<file path="config.mk">
export PLATFORM = sky130hd
export DESIGN_NAME = ascii_loader
export DESIGN_NICKNAME = d
export VERILOG_FILES = /design/src/rtl/ascii_loader.sv
export SDC_FILE = /design/constraint.sdc
export NUM_CORES = 1
export LEC_CHECK = 0
export BUFFER_PORTS_ARGS = -buffer_cell sky130_fd_sc_hd__buf_2
export CELL_PAD_IN_SITES_DETAIL_PLACEMENT = 0
export CELL_PAD_IN_SITES_GLOBAL_PLACEMENT = 1
export CORE_MARGIN = 8
export CORE_UTILIZATION = 30
export DETAILED_ROUTE_END_ITERATION = 7
export GPL_ROUTABILITY_DRIVEN = 0
export GPL_TIMING_DRIVEN = 0
export PLACE_DENSITY_LB_ADDON = 0.15
export SETUP_SLACK_MARGIN = 0.02
export SLEW_MARGIN = 15
export SYNTH_ARGS = -nofsm -noshare
export SYNTH_HDL_FRONTEND = slang
export SYNTH_SLANG_ARGS = --single-unit
</file>
<file path="constraint.sdc">
create_clock -name clk -period 4.2 [get_ports clk]
set_input_delay 0.63 -clock clk [delete_from_list [all_inputs] [get_ports clk]]
set_output_delay 0.63 -clock clk [all_outputs]
set_load 0.01 [all_outputs]
</file>
<file path="src/rtl/ascii_loader.sv">
// Replays an HPS "Load Ascii" download into the ACIA receive path as paced serial input.
// The UART owns the RX path until a download starts; the loader gives it back once the FIFO has drained.
module ascii_loader #(
    parameter int FIFO_AW  = 4,
    parameter int CHAR_GAP = 50000,
    parameter int CR_GAP   = 2500000
) (
    input  logic       clk,
    input  logic       n_reset,
    input  logic       ioctl_download,
    input  logic       ioctl_wr,
    input  logic [7:0] ioctl_data,
    output logic       ioctl_wait,
    input  logic [7:0] uart_data,
    input  logic       uart_ready,
    output logic       uart_ack,
    output logic [7:0] rx_data,
    output logic       rx_ready,
    input  logic       rx_ack,
    output logic       busy
);

    localparam logic [2:0] PASS    = 3'd0;
    localparam logic [2:0] HANDOFF = 3'd1;
    localparam logic [2:0] FETCH   = 3'd2;
    localparam logic [2:0] PRESENT = 3'd3;
    localparam logic [2:0] GAP     = 3'd4;

    localparam int DEPTH   = 1 << FIFO_AW;
    localparam int GAP_MAX = (CR_GAP > CHAR_GAP) ? CR_GAP : CHAR_GAP;
    localparam int GAP_W   = (GAP_MAX < 1) ? 1 : $clog2(GAP_MAX + 1);

    localparam logic [FIFO_AW:0]   DEPTH_C  = (FIFO_AW + 1)'(DEPTH);
    localparam logic [FIFO_AW:0]   WAIT_LVL = (FIFO_AW + 1)'(DEPTH - 2);
    localparam logic [FIFO_AW:0]   CNT_ONE  = (FIFO_AW + 1)'(1);
    localparam logic [FIFO_AW-1:0] PTR_ONE  = FIFO_AW'(1);
    localparam logic [GAP_W-1:0]   CHAR_GAP_C = GAP_W'(CHAR_GAP);
    localparam logic [GAP_W-1:0]   CR_GAP_C   = GAP_W'(CR_GAP);
    localparam logic [GAP_W-1:0]   GAP_ONE    = GAP_W'(1);

    localparam logic [7:0] CH_LF = 8'h0A;
    localparam logic [7:0] CH_CR = 8'h0D;

    logic [2:0]         state;
    logic               dl_q;
    logic [7:0]         mem [DEPTH];
    logic [FIFO_AW-1:0] wr_ptr;
    logic [FIFO_AW-1:0] rd_ptr;
    logic [FIFO_AW:0]   count;
    logic [7:0]         out_byte;
    logic [GAP_W-1:0]   gap_cnt;
    logic               cr_follow;

    logic               wr_en;
    logic               pop;
    logic [7:0]         pop_byte;
    logic [7:0]         kept_byte;
    logic               keep;
    logic               pass_path;

    assign wr_en    = ioctl_wr && ioctl_download && (count != DEPTH_C);
    assign pop      = (state == FETCH) && (count != '0);
    assign pop_byte = mem[rd_ptr] & 8'h7F;

    // NOTE: every variable gets a default at the top of always_comb so no path leaves it unassigned and infers a latch.
    always_comb begin
        keep      = 1'b0;
        kept_byte = pop_byte;
        if (pop_byte == CH_LF) begin
            kept_byte = CH_CR;
            keep      = !cr_follow;
        end else if (pop_byte != 8'h00) begin
            keep = 1'b1;
        end
    end

    // NOTE: the storage array has no reset; flushing the pointers and count is enough to empty the FIFO.
    always_ff @(posedge clk) begin
        if (wr_en) begin
            mem[wr_ptr] <= ioctl_data;
        end
    end

    // NOTE: sequential state uses non-blocking assignments so every register samples pre-edge values.
    always_ff @(posedge clk) begin
        if (!n_reset) begin
            wr_ptr <= '0;
            rd_ptr <= '0;
            count  <= '0;
        end else begin
            if (wr_en) begin
                wr_ptr <= wr_ptr + PTR_ONE;
            end
            if (pop) begin
                rd_ptr <= rd_ptr + PTR_ONE;
            end
            case ({wr_en, pop})
                2'b10:   count <= count + CNT_ONE;
                2'b01:   count <= count - CNT_ONE;
                default: count <= count;
            endcase
        end
    end

    always_ff @(posedge clk) begin
        if (!n_reset) begin
            state      <= PASS;
            dl_q       <= 1'b0;
            out_byte   <= 8'h00;
            gap_cnt    <= '0;
            cr_follow  <= 1'b0;
            ioctl_wait <= 1'b0;
        end else begin
            dl_q       <= ioctl_download;
            ioctl_wait <= (count >= WAIT_LVL);
            case (state)
                PASS: begin
                    if (ioctl_download && !dl_q) begin
                        state <= HANDOFF;
                    end
                end
                HANDOFF: begin
                    // Wait out any pending UART byte so it is never dropped.
                    if (!uart_ready) begin
                        state <= FETCH;
                    end
                end
                FETCH: begin
                    if (pop) begin
                        if (keep) begin
                            out_byte  <= kept_byte;
                            cr_follow <= (kept_byte == CH_CR);
                            state     <= PRESENT;
                        end
                    end else if (!ioctl_download) begin
                        state <= PASS;
                    end
                end
                PRESENT: begin
                    if (rx_ack) begin
                        gap_cnt <= (out_byte == CH_CR) ? CR_GAP_C : CHAR_GAP_C;
                        state   <= GAP;
                    end
                end
                GAP: begin
                    if (gap_cnt == '0) begin
                        state <= FETCH;
                    end else begin
                        gap_cnt <= gap_cnt - GAP_ONE;
                    end
                end
                default: state <= PASS;
            endcase
        end
    end

    // HANDOFF still presents the UART so a byte in flight completes normally.
    assign pass_path = (state == PASS) || (state == HANDOFF);
    assign rx_data   = pass_path ? uart_data : out_byte;
    assign rx_ready  = pass_path ? uart_ready : (state == PRESENT);
    assign uart_ack  = pass_path && rx_ack;
    assign busy      = !pass_path;

endmodule

</file>
==> impl_metrics.ini <==
[setup_path]
start_kind = flop
worstSetupPathType = flop to flop
reg2reg_slack_ns = 0.62
worstPathRequired_ns = 4.50
critPathBufInv = 4
reg2regPathDepth = 14
arrival_ns = 3.88
cp_max_fo = 10
critPathTopFamily = simple AND/OR/NAND/NOR gates
max_stage_delay_ns = 0.53
path_cells = clkbuf_1 > or3b_2 > a21o_1 > inv_1 > clkbuf_1 > ha_1 > inv_1 > fa_1 > nor2b_1 > o21ai_0 > and3_1 > nor3_1 > xnor2_1 > nor2_1
cp_slowest_cell = or3b_2
rr_startpoint = state[2]
crit_path_end_kind = flop
timing.rr.end = count[4]

[yosys]
synthAdderAreaFrac = 0.0217
synth_top_family_by_area = multiplexers
synthSimpleGateAreaFrac = 0.110
synth_flop_cell = edfxtp_1
synth-seq-cells = 164
syn-mean-instance-area_um2 = 13.2
synth_edf_count = 112
synth_area_um2 = 7270
yosys.area.top_type = edfxtp_1
synthTopCellsByArea = edfxtp_1, dfxtp_1, mux4_2
ys_types = 62
synth_compound_area_frac = 0.104
yosysSeqAreaShare = 0.606
synth_top_area_share = 0.463
synth_nets = 586
synth.area.mux_share = 0.112
synthXorXnorAreaFrac = 0.0205
synth_cells = 552
async_reset_ff_frac = 0
yosys_warnings = 0

[die]
die_x_um = 172
io_pins = 34
placementRows = 57
die_y_um = 172
start_util = 0.303
dieArea_um2 = 29500
design.core.area_um2 = 24000

[power]
switching_power_w = 0.00122
p_comb_frac = 0.167
swShare = 0.298
seqPwrFrac = 0.443
clkPwrFrac = 0.390
ir_drop_v = 0.000225
power_leakage_nw = 2.84
power_density_nw_per_um2 = 481
report.power.total_w = 0.00409
internal_power_w = 0.00287

[hold_path]
hp-class = flop to flop
min_to = gap_cnt[4]
min_from = gap_cnt[4]
hold_depth = 2

[cts]
cts_tree = yes
cts_buffers = 17
htreeDepth = 4
post_cts_resized = 0
clk_pin_slew_ns = 0.07
cts_hold_buf = 0
clkSinkCount = 164
clock-root-buffer = clkbuf_16
post_cts.repair.setup_buffers = 0
cts_buffer_depth = 2
clk_latency_ns = 0.44

[final_layout]
diodes = 0
seq_area_um2 = 4400
fin_util = 0.353
nets = 638
instances_no_fill = 941
drive_above_1_share = 0.178
area_growth_pct = 16.8
fillCellCount = 2347
layout_commonest_cell = edfxtp_1
multiInputGateArea_um2 = 2700
final_cell_mix = edfxtp_1, nor2_1, dfxtp_1

[routing]
drtIter0Drc = 299
viasPerCell = 5.05
detail_route.wirelength_mm = 17.8
dr.pass1.iters = 5
num_vias = 4750
antenna_left = 0
wl_per_cell_um = 18.9
drc_errors = 0

[timing]
hold_viol_final = 0
maxSlewViolCount = 0
period_minus_slack_ns = 3.58
slew_headroom = 0.284
rsz0062_at_grt = false
worst_pin_slew_ns = 1.07
fin_ws_ns = 0.618
tns_ns = 0
fin_skew_ns = 0.0197
finalCritPeriodShare = 0.853
setup_violations = 0
fmax_mhz = 279

[global_route]
grt_pass1_wl_mm = 27.6
grt_max_degree = 21
gr-usage-all-layers = 0.125
first_global_vias = 4730
antenna_found_initial = 1
grt.overflow.total = 0

[run]
max-cap-violations = 0

[run_status]
status = completed

[placement]
io_buffers = 31
dpl.hpwl_mm = 12.5
dp_slack_ns = 0.614
dpl.cell_count = 909
-- cell usage after synthesis, types with 10 or more instances --
cell type and n:
and2_1 10, xor2_1 12, a21oi_1 33, mux4_2 17, clkbuf_1 16, o21ai_0 26
nand2_1 20, nor3_1 18, mux4_1 11, ha_1 11, nor2_1 65, edfxtp_1 112
inv_1 15, dfxtp_1 52
-- power groups by stage --
| stage | clock network, W | logic [W] | registers [W] |
|---|---|---|---|
| final | 0.00159 | 0.000683 | 0.00181 |
| after global routing | 0.00170 | 0.000753 | 0.00182 |
| after CTS | 0.00163 | 0.000685 | 0.00181 |
| after detailed placement | 0 | 0.000682 | 0.00185 |
| after global placement | 0 | 0.000669 | 0.00185 |
| after floorplan | 0 | 0.000490 | 0.00184 |
-- registers in the layout, summed over array words and instances, names as in the netlist, named ones only --
name	flops
mem	112
gap_cnt	22
out_byte	7
count	5
rd_ptr	4
wr_ptr	4
state	3
cr_follow	1
dl_q	1
ioctl_wait	1
-- metrics by stage --
step	hold slack (ns)	instance area, um2
3_3_place_gp	0.476	7830
2_1_floorplan	0.450	7270
3_5_place_dp	0.473	7870
5_1_grt	0.500	8490
6_report	0.481	8490
4_1_cts	0.484	8490
-- kinds of logic (layout without fill, tap and decap cells) --
logic type | count (synthesis) | count (layout)
DFF | 164 | 164
and+or+nand+nor | 161 | 161
AOI/OAI and AO/OA | 114 | 114
buffers and inverters | 43 | 108
muxes | 41 | 41
xor gates and xnor gates | 17 | 17
adders and majority gates | 12 | 12
-- final cells by class --
cell class / count / share of cell area
Buffer: 27 / 0.0156
Clock buffer: 17 / 0.0501
Clock inverter: 15 / 0.0231
Inverter: 16 / 0.00707
Multi-Input combinational cell: 345 / 0.318
Sequential cell: 164 / 0.519
Tap cell: 324 / 0.0477
Timing Repair Buffer: 33 / 0.0200
-- per-layer routing --
layer	vias to the layer above	global-route usage	wire length, um
met5	-	0	8
met4	2	0.0431	335
met3	30	0.0289	903
met2	137	0.198	8100
met1	2345	0.166	8420
li1	2236	-	-
-- worst register-to-register path, cell delays in order, from the launching register on --
cell and delay [ns]:
dfxtp_1 0.30, clkbuf_1 0.21, or3b_2 0.54, a21o_1 0.21, inv_1 0.08, clkbuf_1 0.43
ha_1 0.34, inv_1 0.10, fa_1 0.38, nor2b_1 0.15, o21ai_0 0.12, and3_1 0.20
nor3_1 0.20, xnor2_1 0.15, nor2_1 0.05
-- how the worst max path moves through the flow --
stage	endpoint	cells past startpoint	startpoint	slack (ns)
after global placement	count[4]	14	state[2]	0.62
after detailed placement	count[4]	14	state[2]	0.61
after CTS	count[4]	14	state[2]	0.59
after global routing	count[4]	14	state[2]	0.27
final	count[4]	14	state[2]	0.62
after floorplan	count[4]	14	state[2]	1.19
No activity file was read; power rests on OpenSTA's default activity.
